==> src/rtl/fetch_queue.sv <==
// fetch_queue: in-order FIFO of {PC, instruction} pairs between fetch and decode.
//
// Optional feature macro: FETCHQ_BYPASS_EN
//   When defined, an instruction pushed into an empty queue appears on the
//   Pop* outputs in the same cycle. If decode also takes it that cycle, it is
//   never written into storage.
//
// Parameters
//   DW     width of PC and instruction words
//   DEPTH  number of entries (power of 2, >= 2)
//   AW     pointer width, log2(DEPTH)
//
// Ports
//   Clk        rising-edge clock
//   Reset      asynchronous active-high reset
//   Flush      synchronous queue flush; wins over push and pop
//   PushValid  fetch presents {PushPC, PushInstr}
//   PushPC     PC of the fetched instruction
//   PushInstr  fetched instruction word
//   PCWrite    PC advance enable, equal to !Full
//   PopReady   decode consumes the head entry when PopValid=1
//   PopValid   head entry is valid
//   PopPC      PC of the head entry, 0 when empty
//   PopInstr   instruction of the head entry, 0 when empty
//   Count      number of valid entries, 0..DEPTH
module fetch_queue #(
  parameter int DW    = 32,
  parameter int DEPTH = 4,
  parameter int AW    = 2
) (
  input  logic          Clk,
  input  logic          Reset,
  input  logic          Flush,
  input  logic          PushValid,
  input  logic [DW-1:0] PushPC,
  input  logic [DW-1:0] PushInstr,
  output logic          PCWrite,
  input  logic          PopReady,
  output logic          PopValid,
  output logic [DW-1:0] PopPC,
  output logic [DW-1:0] PopInstr,
  output logic [AW:0]   Count
);

  localparam logic [AW:0] FULL_CNT = (AW+1)'(DEPTH);

  // Each entry packs {pc, instr}.
  logic [DEPTH-1:0][2*DW-1:0] entry;
  logic [AW-1:0]              rd_ptr, wr_ptr;
  logic [AW:0]                cnt;

  logic full, empty;
  logic push, pop;
  logic direct;  // bypassed entry consumed straight from the push port

  assign full    = (cnt == FULL_CNT);
  assign empty   = (cnt == '0);
  // Depends on the occupancy only, so there is no combinational path from
  // PushValid or PopReady to the PC enable.
  assign PCWrite = !full;
  assign Count   = cnt;

`ifdef FETCHQ_BYPASS_EN
  logic byp;
  assign byp    = empty & PushValid & !Flush;
  assign direct = byp & PopReady;

  always_comb begin
    PopValid = 1'b0;
    PopPC    = '0;
    PopInstr = '0;
    if (!empty) begin
      PopValid = 1'b1;
      {PopPC, PopInstr} = entry[rd_ptr];
    end else if (byp) begin
      PopValid = 1'b1;
      PopPC    = PushPC;
      PopInstr = PushInstr;
    end
  end
`else
  assign direct = 1'b0;

  always_comb begin
    PopValid = 1'b0;
    PopPC    = '0;
    PopInstr = '0;
    if (!empty) begin
      PopValid = 1'b1;
      {PopPC, PopInstr} = entry[rd_ptr];
    end
  end
`endif

  // Stored pop only: a bypassed handoff never touches the pointers.
  assign push = PushValid & !full & !direct;
  assign pop  = !empty & PopReady;

  // Storage is not reset; only entries between the pointers are observable.
  always_ff @(posedge Clk) begin
    if (push && !Flush)
      entry[wr_ptr] <= {PushPC, PushInstr};
  end

  always_ff @(posedge Clk or posedge Reset) begin
    if (Reset) begin
      rd_ptr <= '0;
      wr_ptr <= '0;
      cnt    <= '0;
    end else if (Flush) begin
      rd_ptr <= '0;
      wr_ptr <= '0;
      cnt    <= '0;
    end else begin
      if (push) wr_ptr <= wr_ptr + 1'b1;
      if (pop)  rd_ptr <= rd_ptr + 1'b1;
      case ({push, pop})
        2'b10:   cnt <= cnt + 1'b1;
        2'b01:   cnt <= cnt - 1'b1;
        default: cnt <= cnt;
      endcase
    end
  end

endmodule

==> config.mk <==
export PLATFORM = sky130hd
export DESIGN_NAME = fetch_queue
export DESIGN_NICKNAME = d
export VERILOG_FILES = /design/src/rtl/fetch_queue.sv
export SDC_FILE = /design/constraint.sdc
export NUM_CORES = 1
export LEC_CHECK = 0
export ABC_AREA = 1
export BUFFER_PORTS_ARGS = -buffer_cell sky130_fd_sc_hd__buf_2
export CORE_UTILIZATION = 40
export CTS_BUF_LIST = sky130_fd_sc_hd__clkbuf_16
export DETAILED_ROUTE_END_ITERATION = 7
export PLACE_DENSITY = 0.58
export SLEW_MARGIN = 30
export SYNTH_ARGS = -nofsm -noshare
export SYNTH_HDL_FRONTEND = slang
export SYNTH_SLANG_ARGS = --single-unit
==> constraint.sdc <==
create_clock -name Clk -period 12.35 [get_ports Clk]
set_input_delay 3.0875 -clock Clk [delete_from_list [all_inputs] [get_ports Clk]]
set_output_delay 3.0875 -clock Clk [all_outputs]
set_load 0.1 [all_outputs]
## Word level (Yosys, flattened, before mapping)

Index checks and enable logic that the tools add are counted.

| operators by class | value |
|---|---|
| bitwise gates (word level) | 2 |
| $add $sub $neg | 4 |
| magnitude comparators | 3 |
| mux-type cells | 14 |
| reduce and logical (&&, ||, !) cells | 9 |
| equal/unequal tests | 3 |

Operators with widths:

| kind | number |
|---|---|
| $bwmux 256 | 1 |
| $bmux 64 s2 | 1 |
| $demux 64 s2 | 1 |
| $mux 64 | 2 |
| $mux 32 | 2 |
| $mux 2 | 4 |
| $lt 2x3->1 const B | 2 |
| $pmux 3 s2 | 1 |
| $add 2x1->2 const B | 2 |
| $reduce_bool 2->1 | 2 |
| $add 3x1->3 const B | 1 |
| $eq 3x3->1 const B | 1 |
| $logic_not 1->1 | 3 |
| $logic_not 3->1 | 1 |
| $mux 3 | 1 |
| $reduce_bool 3->1 | 1 |
| $sub 3x1->3 const B | 1 |
| $and 1x1->1 | 2 |
| $eq 2x1->1 const B | 1 |
| $eq 2x2->1 const B | 1 |
| $ge 2x1->1 const B | 1 |
| $logic_and 1x1->1 | 2 |
| $mux 1 | 1 |

| word-level totals | value |
|---|---|
| register bits after elaboration | 263 |
| output and inout port bits | 69 |
| word-level logic and storage cells | 42 |
| input bits | 69 |

## Logic depth before layout (Yosys ltp)

Gate-level depths: netlist (run 1).

| logic depth | value |
|---|---|
| depth in word-level cells | 6 |
| mapped depth | 12 |
| gate-level depth less buffers | 12 |

## Least setup slack after synthesis (run 1)

OpenSTA, ideal clock, no wires.

| path | value |
|---|---|
| kind | register to output |
| start | register cnt[0], in the netlist Count[0] |
| end | output port PopInstr[0] |
| path slack | 5.514 ns |
| stages on the path, launching flop included | 6 |
| arrival | 3.748 ns |
| required time | 9.262 ns |
| buffers on the path | 1 |
| cells stage by stage | dfrtp_1 nor2_1 nand2_1 inv_2 buf_2 a21oi_1 |

| between the ends | value |
|---|---|
| word-level cells in the longest chain between the ends | 2 |

Ends and longest elaborated chain:

| what | RTL line | RTL |
|---|---|---|
| start: declaration | 50 | `logic [AW:0] cnt;` |
| start signal: assignment | 118 | `2'b10: cnt <= cnt + 1'b1;` |
| start signal: assignment | 119 | `2'b01: cnt <= cnt - 1'b1;` |
| start signal: assignment | 120 | `default: cnt <= cnt;` |
| $logic_not 3->1 | 57 | `assign empty = (cnt == '0);` |
| $mux 32 | 88 | `if (!empty) begin` |
| end: declaration | 41 | `output logic [DW-1:0] PopInstr,` |

Every way passes these cells.

## Worst setup path after layout (run 1)

| path | value |
|---|---|
| start | register rd_ptr[0] |
| end | output port PopPC[6] |

| between the ends | value |
|---|---|
| word-level cells in the longest chain between the ends | 3 |

Ends and longest elaborated chain:

| what | RTL line | RTL |
|---|---|---|
| start: declaration | 49 | `logic [AW-1:0] rd_ptr, wr_ptr;` |
| start signal: assignment | 116 | `if (pop) rd_ptr <= rd_ptr + 1'b1;` |
| $bmux 64 s2 | 90 | `{PopPC, PopInstr} = entry[rd_ptr];` |
| $mux 64 (implied by the code) | 90 |  |
| $mux 32 | 88 |  |
| end: declaration | 40 | `output logic [DW-1:0] PopPC,` |

Every way passes these cells. The select of a mux whose other input is x is not followed.

==> out/metrics.cfg, run 1 <==
[clocking]
cts_made_buffers = 27
cts.path.max_buffers = 3
cts_tree = yes
cts.clk_slew.worst_paths_ns = 0.07
cts.sinks = 263
cts_root_buf = clkbuf_16
h-tree-depth = 1
cts_setup_buffers = 0
clk_latency_ns = 0.52
postCtsHoldBufs = 0
cts_resized = 0

[sta]
setup_tns_ns = 0
tightest_slew_ns = 0.900
rsz0062_at_grt = no
hold_viol = 0
slew_viol_final = 0
skew_ns = 0.0122
finalCritPeriodShare_pct = 50.3
fmax_ghz = 0.161
slew_headroom_pct = 40.0
setup_viol = 0
min_period_ns = 6.22

[floorplanning]
dieArea_um2 = 26500
core.rowCount = 58
ios = 138
core-area_um2 = 25300
die_y_um = 163
die_w_um = 163
floorplan.initialDensity_pct = 41.0

[flow_run]
cap_violations = 0

[yosys]
yosys.area.top_type_share_pct = 74.3
synth_area_um2 = 10300
synth.area.top_cells = edfxtp_1, nor2_1, o21ai_0
synth_cell_types = 22
synth_enable_flop_cells = 256
seq_area_frac_synth_pct = 76.0
synthCells = 818
async_flop_share_pct = 2.66
yosysTopAreaCell = edfxtp_1
synth_most_common_cell = nor2_1
ys_ff_latch = 263
synthFlopType = edfxtp_1
synth_nets = 892
yosys-top-cells-count = nor2_1, edfxtp_1, o21ai_0
yosysWarnings = 0
syn_area_per_cell_um2 = 12.6

[route]
drt_iter0_drc = 391
vias_per_cell = 4.98
vias = 6460
ant_nets = 0
routed_wl_um = 22800
wl_per_cell_um = 17.6
drt_pass1_iterations = 6
drc = 0

[final_layout]
syn2layout_area_growth_pct = 17.4
final_util_pct = 48.1
layout-drive-gt1-share_pct = 20.0
instances_no_fill = 1297
final_nets = 1020

[worst_setup_path]
slowest_stage = dfrtp_4
cp_max_fo = 107
end_kind = output port
critical_path.max_stage_delay_ns = 0.65
critPathKind = register to output port
critical-path-top-delay-family = buffers and inverters
crit_required_ns = 9.26
startpoint_type = register
crit_buf_inv = 3
crit_path_cell_trace = clkinv_2 -> buf_6 -> o21ai_0 -> a21oi_1 -> buf_2
cp.arrival_ns = 3.13

[run_status]
status = finished, final reports clean

[place]
numPlacedInstances = 1247
dp_hpwl_um = 12400
portBuffers = 137
gp_congestion = 0.741

[global_routing]
track_usage_pct = 17.3
antenna_found_initial = 1
grt_pass1_wl_um = 34700
overflow = 0
grt_max_degree = 108
grt_pass1_vias = 6181

[hold_path]
holdCritPathClass = register to register

-- flip-flops by register name, indices dropped and copies added, names as in the netlist --
name    count
Count       3
entry     256
rd_ptr      2
wr_ptr      2
-- tightest hold or removal path, stage by stage (launching register included) --
cell and delay, ns:
dfrtp_1 0.41, nand2_1 0.07, nand2_1 0.05
-- cells in the final DEF (no fill, tap or decap), drive strengths merged, types with 5 or more instances in the layout --
master  synthesis  final
nor2          262    262
edfxtp        256    256
buf            37    147
o21ai         131    131
a21oi          67     67
clkbuf         11     27
inv            15     22
nand2          19     19
clkinv          1     12
dfrtp           7      7
nand3           5      5
-- final cells by class --
type | count | area, um2
antenna | 1 | 2.50
clock buffer | 27 | 676
clock inverter | 22 | 146
fill | 2257 | 13100
inverter | 16 | 61.3
multi-input combinational | 491 | 2190
sequential | 263 | 7870
tap | 330 | 413
timing repair buffer | 147 | 785
-- through the flow --
step | setup slack [ns] | cell area [um2] | hold WS (ns)
finish | 6.13 | 12100 | 0.565
global route | 5.95 | 12100 | 0.622
CTS | 5.85 | 12100 | 0.569
detailed placement | 6.44 | 11300 | 0.547
global placement | 6.49 | 11300 | 0.554
floorplan | 5.51 | 10300 | 0.579
-- layer usage --
metal	GRT usage, %	part of all wire (%)	up-vias
li1	-	-	3142
met1	22.9	44	3144
met2	29.7	49	147
met3	2.47	4.4	27
met4	4.59	2.0	0
met5	0	0	-
-- kinds of logic (layout without fill, tap and decap cells) --
kind of cell    after synthesis  in the layout  synth area share [%]
other cells                   0              1                     0
xor+xnor                      1              1                0.0847
compound gates              198            198                  9.58
flops                       263            263                  76.0
fa+ha+maj                     5              5                 0.677
simple gates                287            287                  10.6
buf+inv                      64            212                  3.06
-- path summary, 6_finish.rpt --
check / from / to / slack [ns] / cells after the start
worst max-delay path: rd_ptr[0]$_DFFE_PP0P_ / PopPC[6] / 6.13 / 5
worst min-delay path: Count[1]$_DFFE_PP0P_ / Count[1]$_DFFE_PP0P_ / 0.56 / 2
worst max register to register: Count[0]$_DFFE_PP0P_ / entry[77]$_DFFE_PP_ / 9.42 / 7
worst min register to register: Count[1]$_DFFE_PP0P_ / Count[1]$_DFFE_PP0P_ / 0.56 / 2
max in group asynchronous: Reset / rd_ptr[0]$_DFFE_PP0P_ / 9.61 / 2
min in group asynchronous: Reset / Count[1]$_DFFE_PP0P_ / 2.49 / 2
Power of run 1 is left out: the tool's default activity adds up to more than one toggle a clock period on the data nets, which glitch-free logic cannot reach.
==> run 2: changes to the inputs <==
--- a/config.mk
+++ b/config.mk
@@ -10,7 +10,7 @@
 export CORE_UTILIZATION = 40
 export CTS_BUF_LIST = sky130_fd_sc_hd__clkbuf_16
 export DETAILED_ROUTE_END_ITERATION = 7
-export PLACE_DENSITY = 0.58
+export PLACE_DENSITY = 0.6
 export SLEW_MARGIN = 30
 export SYNTH_ARGS = -nofsm -noshare
 export SYNTH_HDL_FRONTEND = slang
==> constraint.sdc (replaced) <==
create_clock -name Clk -period 5 [get_ports Clk]
set_input_delay 1.25 -clock Clk [delete_from_list [all_inputs] [get_ports Clk]]
set_output_delay 1.25 -clock Clk [all_outputs]
set_load 0.1 [all_outputs]
==> out/metrics.cfg, run 2 (synthesis gave the netlist of run 1 again) <==
[run_status]
status = finished, final reports clean  ; unchanged

[final_layout]
syn2layout_area_growth_pct = 18.1  ; was 17.4%
layout_commonest_cell = nor2_1  ; unchanged
seqCellArea_um2 = 7870  ; unchanged
multiInputGateArea_um2 = 2190  ; unchanged
layout-drive-gt1-share_pct = 20.7  ; was 20.0%
final_nets = 1025  ; was 1,020
fillers = 2272  ; was 2,257
largest_reg_flops = 256  ; unchanged
top_register = entry  ; unchanged
layout_common_cells = nor2_1, edfxtp_1, buf_2  ; unchanged
instances_no_fill = 1306  ; was 1,297

[clocking]
postCtsHoldBufs = 0  ; unchanged
cts_root_buf = clkbuf_16  ; unchanged
cts.sinks = 263  ; unchanged
cts_tree = yes  ; unchanged
cts.clk_slew.worst_paths_ns = 0.06  ; was 0.07 ns
cts_resized = 0  ; unchanged
cts_setup_buffers = 0  ; unchanged
h-tree-depth = 1  ; unchanged
clk_latency_ns = 0.53  ; was 0.52 ns
cts_made_buffers = 28  ; was 27
cts.path.max_buffers = 3  ; unchanged

[global_routing]
antenna_found_initial = 3  ; was 1
overflow = 0  ; unchanged
grt_max_degree = 76  ; was 108
track_usage_pct = 16.8  ; was 17.3%
grt_pass1_vias = 6431  ; was 6,181
grt_pass1_wl_um = 34400  ; was 34,700 um

[worst_setup_path]
rr_startpoint = Count[0]$_DFFE_PP0P_  ; unchanged
crit_required_ns = 3.75  ; was 9.26 ns
critPathKind = register to output port  ; unchanged
end_kind = output port  ; unchanged
startpoint_type = register  ; unchanged
crit_buf_inv = 2  ; was 3
slowest_stage = dfrtp_4  ; unchanged
rrSetupSlack_ns = 2.50  ; was 9.42 ns
crit_path_cell_trace = buf_4 -> nor2_1 -> nor2_1 -> o21ai_0 -> a21oi_1 -> buf_2  ; was clkinv_2 -> buf_6 -> o21ai_0 -> a21oi_1 -> buf_2
cp_common_cell = nor2_1
critical-path-top-delay-family = buffers and inverters  ; unchanged
cp-startpoint = rd_ptr[0]$_DFFE_PP0P_  ; unchanged
cp_max_fo = 54  ; was 107
cp.arrival_ns = 2.91  ; was 3.13 ns
critical_path.max_stage_delay_ns = 0.83  ; was 0.65 ns

[place]
numPlacedInstances = 1251  ; was 1,247
dp_hpwl_um = 12200  ; was 12,400 um
portBuffers = 137  ; unchanged
dp_slack_ns = 1.42  ; was 6.44 ns
gp_congestion = 0.793  ; was 0.741

[route]
wl_per_cell_um = 16.9  ; was 17.6 um
drt_iter0_drc = 409  ; was 391
drt_pass1_iterations = 5  ; was 6
ant_nets = 0  ; unchanged
routed_wl_um = 22000  ; was 22,800 um
vias = 6469  ; was 6,460
vias_per_cell = 4.95  ; was 4.98
drc = 0  ; unchanged

[sta]
finalCritPeriodShare_pct = 83.2
min_period_ns = 4.16
hold_slack_ns = 0.588  ; was 0.565 ns
tightest_slew_ns = 0.965  ; was 0.900 ns
slew_viol_final = 0  ; unchanged
rsz0062_at_grt = no  ; unchanged
setup_viol = 0  ; unchanged
setup_ws_ns = 0.839  ; was 6.13 ns
slew_headroom_pct = 35.7  ; was 40.0%
fmax_ghz = 0.240
hold_viol = 0  ; unchanged
skew_ns = 0.0119  ; was 0.0122 ns
setup_tns_ns = 0  ; unchanged

[hold_path]
holdCritPathClass = register to register  ; unchanged
hp-start = Count[1]$_DFFE_PP0P_  ; unchanged

[floorplanning]
die_w_um = 163  ; unchanged
core.rowCount = 58  ; unchanged
dieArea_um2 = 26500  ; unchanged
core-area_um2 = 25300  ; unchanged
floorplan.initialDensity_pct = 41.0  ; unchanged
die_y_um = 163  ; unchanged
ios = 138  ; unchanged

[flow_run]
cap_violations = 0  ; unchanged

==> run 2: changes by cell type in the layout (fill, tap and decap cells not counted), sizes merged <==
cell and change:
diode +2, clkinv +5, buf +4, inv -3
clkbuf +2, bufinv -1
==> run 2: area by class of cell <==
type                    count  share of cell area [%]
repair buffers            151                    6.64
diodes                      3                  0.0615
inverters                  16                   0.502
multi-input cells         491                    18.0
flip-flops and latches    263                    64.4
clock inverters            23                    1.10
well taps                 330                    3.38
clock buffers              29                    5.94
==> run 2: routing by layer <==
metal,wire length [um],track usage [%]
met1,9450,21.3
met2,10800,29.1
met4,638,5.78
met3,1130,2.83
met5,0,0
==> run 2: metrics by stage <==
stage	util (%)	area [um2]
2_1_floorplan	-	10300
3_3_place_gp	44.9	11300
3_5_place_dp	44.9	11300
5_1_grt	48.4	12200
4_1_cts	48.3	12200
6_report	48.4	12200
==> run 2: final timing paths <==
kind | to | cells past startpoint
max | PopInstr[8] | 6
min | Count[1]$_DFFE_PP0P_ | 2
max reg2reg | entry[220]$_DFFE_PP_ | 7
min reg2reg | Count[1]$_DFFE_PP0P_ | 2
max in group asynchronous | rd_ptr[0]$_DFFE_PP0P_ | 2
min in group asynchronous | wr_ptr[1]$_DFFE_PP0P_ | 2
==> run 2: worst register-to-register path: stages (launching register included) <==
cell and delay, ns:
dfrtp_1 0.43, nor2_1 0.11, nand2_1 0.10, nand2_2 0.08, inv_1 0.11, nand2_1 0.26
nor2_4 0.51, buf_4 0.52
Power of run 2 is left out for the same reason.
==> run 3: changes to the inputs <==
--- a/config.mk
+++ b/config.mk
@@ -5,12 +5,12 @@
 export SDC_FILE = /design/constraint.sdc
 export NUM_CORES = 1
 export LEC_CHECK = 0
-export ABC_AREA = 1
+export ABC_AREA = 0
 export BUFFER_PORTS_ARGS = -buffer_cell sky130_fd_sc_hd__buf_2
 export CORE_UTILIZATION = 40
 export CTS_BUF_LIST = sky130_fd_sc_hd__clkbuf_16
 export DETAILED_ROUTE_END_ITERATION = 7
-export PLACE_DENSITY = 0.6
+export PLACE_DENSITY = 0.58
 export SLEW_MARGIN = 30
 export SYNTH_ARGS = -nofsm -noshare
 export SYNTH_HDL_FRONTEND = slang
==> constraint.sdc (replaced) <==
create_clock -name Clk -period 4.3 [get_ports Clk]
set_input_delay 1.075 -clock Clk [delete_from_list [all_inputs] [get_ports Clk]]
set_output_delay 1.075 -clock Clk [all_outputs]
set_load 0.1 [all_outputs]
==> out/metrics.cfg, run 3 <==
[worst_setup_path]
critical_path.max_stage_delay_ns = 0.66  ; was 0.83 ns
r2r-end = entry[12]$_DFFE_PP_  ; was entry[220]$_DFFE_PP_
cp-startpoint = rd_ptr[0]$_DFFE_PP0P_  ; unchanged
critPathKind = register to output port  ; unchanged
startpoint_type = register  ; unchanged
end_kind = output port  ; unchanged
worstRegToRegCells = 4  ; was 7
slowest_stage = dfrtp_4  ; unchanged
rr_startpoint = Count[0]$_DFFE_PP0P_  ; unchanged
cp.arrival_ns = 2.61  ; was 2.91 ns
cp_max_fo = 37  ; was 54
crit_path_cell_trace = buf_12 -> mux4_2 -> and2_1 -> buf_2  ; was buf_4 -> nor2_1 -> nor2_1 -> o21ai_0 -> a21oi_1 -> buf_2
crit_required_ns = 3.22  ; was 3.75 ns
crit_end = PopInstr[7]  ; was PopInstr[8]
rrSetupSlack_ns = 1.87  ; was 2.50 ns

[place]
portBuffers = 137  ; unchanged
dp_hpwl_um = 11400  ; was 12,200 um
gp_congestion = 0.760  ; was 0.793
numPlacedInstances = 917  ; was 1,251

[floorplanning]
core-area_um2 = 25100  ; was 25,300 um2
floorplan.initialDensity_pct = 40.6  ; was 41.0%
die_y_um = 162  ; was 163 um
dieArea_um2 = 26200  ; was 26,500 um2
die_w_um = 162  ; was 163 um
ios = 138  ; unchanged
core.rowCount = 58  ; unchanged

[power]
power_frac_seq_pct = 43.4
swShare_pct = 31.7
p_leak_nw = 4.20
p_switching_w = 0.00214
pwr-share-comb_pct = 22.3
pwr-share-clk_pct = 34.2
internal_power_w = 0.00463
power_density_nw_per_um2 = 555
vdd_ir_drop_max_v = 0.000301

[sta]
finalCritPeriodShare_pct = 85.6
tightest_slew_ns = 0.698  ; was 0.965 ns
skew_ns = 0.00664  ; was 0.0119 ns
rsz0062_at_grt = no  ; unchanged
min_period_ns = 3.68
setup_viol = 0  ; unchanged
slew_viol_final = 0  ; unchanged
setup_tns_ns = 0  ; unchanged
fmax_ghz = 0.272
slew_headroom_pct = 53.4  ; was 35.7%
hold_viol = 0  ; unchanged

[clocking]
cts.path.max_buffers = 3  ; unchanged
cts.sinks = 263  ; unchanged
cts_root_buf = clkbuf_16  ; unchanged
postCtsHoldBufs = 0  ; unchanged
cts.clk_slew.worst_paths_ns = 0.06  ; about the same
cts_resized = 0  ; unchanged
cts_setup_buffers = 0  ; unchanged
clk_latency_ns = 0.52  ; was 0.53 ns
cts_tree = yes  ; unchanged
cts_made_buffers = 28  ; unchanged
h-tree-depth = 1  ; unchanged

[route]
vias_per_cell = 5.12  ; was 4.95
vias = 4972  ; was 6,469
routed_wl_um = 19600  ; was 22,000 um
drt_iter0_drc = 298  ; was 409
drt_pass1_iterations = 4  ; was 5
drc = 0  ; unchanged
ant_nets = 0  ; unchanged
wl_per_cell_um = 20.2  ; was 16.9 um

[yosys]
yosysTopAreaCell = edfxtp_1  ; unchanged
async_flop_share_pct = 2.66  ; unchanged
syn_area_per_cell_um2 = 21.8  ; was 12.6 um2
yosysWarnings = 0  ; unchanged
yosys-top-cells-count = edfxtp_1, and2_1, mux4_2  ; was nor2_1, edfxtp_1, o21ai_0
synthCells = 469  ; was 818
synth_area_um2 = 10200  ; was 10,300 um2
synth_cell_types = 34  ; was 22
synth_most_common_cell = edfxtp_1  ; was nor2_1
synth_nets = 543  ; was 892
synth_enable_flop_cells = 256  ; unchanged
seq_area_frac_synth_pct = 77.0  ; was 76.0%
synthFlopType = edfxtp_1  ; unchanged
yosys.area.top_type_share_pct = 75.3  ; was 74.3%
ys_ff_latch = 263  ; unchanged
synth.area.top_cells = edfxtp_1, mux4_2, and2_1  ; was edfxtp_1, nor2_1, o21ai_0

[global_routing]
grt_max_degree = 66  ; was 76
grt_pass1_wl_um = 30600  ; was 34,400 um
track_usage_pct = 15.4  ; was 16.8%
antenna_found_initial = 3  ; unchanged
overflow = 0  ; unchanged
grt_pass1_vias = 5479  ; was 6,431

[final_layout]
final_nets = 691  ; was 1,025
top_register = entry  ; unchanged
fillers = 2133  ; was 2,272
layout-drive-gt1-share_pct = 40.3  ; was 20.7%
syn2layout_area_growth_pct = 19.6  ; was 18.1%
layout_commonest_cell = edfxtp_1  ; was nor2_1
layout_common_cells = edfxtp_1, buf_2, mux4_2, and2_1, clkbuf_16  ; was nor2_1, edfxtp_1, buf_2
largest_reg_flops = 256  ; unchanged
instances_no_fill = 971  ; was 1,306

[hold_path]
holdCritPathClass = input port to async pin  ; was register to register

[flow_run]
cap_violations = 0  ; unchanged

[run_status]
status = finished, final reports clean  ; unchanged

## run 3: cell types whose count changed in the layout (fill, tap and decap cells not counted), moves of 5 or more
cell     before  now
o21ai_0     127    2
inv_1        16   10
buf_12        1    6
and2_1        0   64
nand2_1      17    2
a21oi_1      67    3
mux4_2        0   64
buf_4        11    1
nor2_1      257    6
## run 3: power groups by stage
| stage | Sequential [W] | Combinational [W] | Clock (W) |
|---|---|---|---|
| finish | 0.00294 | 0.00151 | 0.00232 |
| global route | 0.00295 | 0.00158 | 0.00247 |
| CTS | 0.00294 | 0.00153 | 0.00237 |
| detailed placement | 0.00300 | 0.00153 | 0 |
| global placement | 0.00299 | 0.00152 | 0 |
| floorplan | 0.00299 | 0.00126 | 0 |
## run 3: worst max-delay path, delay by kind of cell (launching register included)
kind / cells / cell delay, ns
muxes: 1 / 0.56
DFF: 1 / 0.66
and+or+nand+nor: 1 / 0.19
buffers and inverters: 2 / 0.65
## run 3: layer usage
metal | routed length [um] | share of wire [%] | track usage (%) | vias to the layer above
met1 | 8410 | 43 | 20.3 | 2566
met3 | 1160 | 5.9 | 3.37 | 39
met5 | 13 | 0.066 | 0 | -
li1 | - | - | - | 2203
met2 | 9650 | 49 | 25.8 | 162
met4 | 397 | 2.0 | 4.37 | 2
## run 3: logic make-up (layout without fill, tap and decap cells)
group                      count (synthesis)  in the layout  synth area share [%]
adders and majority gates                  5              5                 0.687
muxes                                     65             65                  14.2
xor gates and xnor gates                   3              3                 0.258
buffers and inverters                     33            202                  1.79
and+or+nand+nor                           86             86                  5.04
DFF                                      263            263                  77.0
other                                      0              3                     0
AOI/OAI and AO/OA                         14             14                 0.944
## run 3: stage by stage
stage | util, % | cell area (um2) | hold slack, ns | worst slack, ns | power, W
after detailed placement | 45.0 | 11300 | 0.611 | 1.11 | 0.00453
after CTS | 48.6 | 12200 | 0.470 | 0.541 | 0.00685
final | 48.6 | 12200 | 0.488 | 0.618 | 0.00677
after global placement | 45.0 | 11300 | 0.573 | 0.920 | 0.00451
after floorplan | - | 10200 | 0.557 | 0.497 | 0.00425
after global routing | 48.6 | 12200 | 0.485 | 0.459 | 0.00700
## run 3: layout make-up
| class | count | area (um2) | share of cell area (%) |
|---|---|---|---|
| clock inverter | 22 | 178 | 1.46 |
| multi-input combinational | 173 | 2170 | 17.8 |
| inverter | 7 | 26.3 | 0.215 |
| sequential | 263 | 7870 | 64.5 |
| clock buffer | 29 | 726 | 5.94 |
| tap | 330 | 413 | 3.38 |
| timing repair buffer | 144 | 813 | 6.66 |
| antenna | 3 | 7.51 | 0.0615 |
## run 3: worst min-delay path by stage
stage               cells past startpoint                    end  slack, ns                  start
finish                                  2  wr_ptr[0]$_DFFE_PP0P_       0.49                  Reset
CTS                                     2  wr_ptr[0]$_DFFE_PP0P_       0.47                  Reset
global route                            2  wr_ptr[1]$_DFFE_PP0P_       0.48                  Reset
floorplan                               2  wr_ptr[0]$_DFFE_PP0P_       0.56  wr_ptr[0]$_DFFE_PP0P_
detailed placement                      2  wr_ptr[1]$_DFFE_PP0P_       0.61  wr_ptr[1]$_DFFE_PP0P_
global placement                        2  wr_ptr[0]$_DFFE_PP0P_       0.57  wr_ptr[0]$_DFFE_PP0P_
Power figures use the tool's default switching activity.
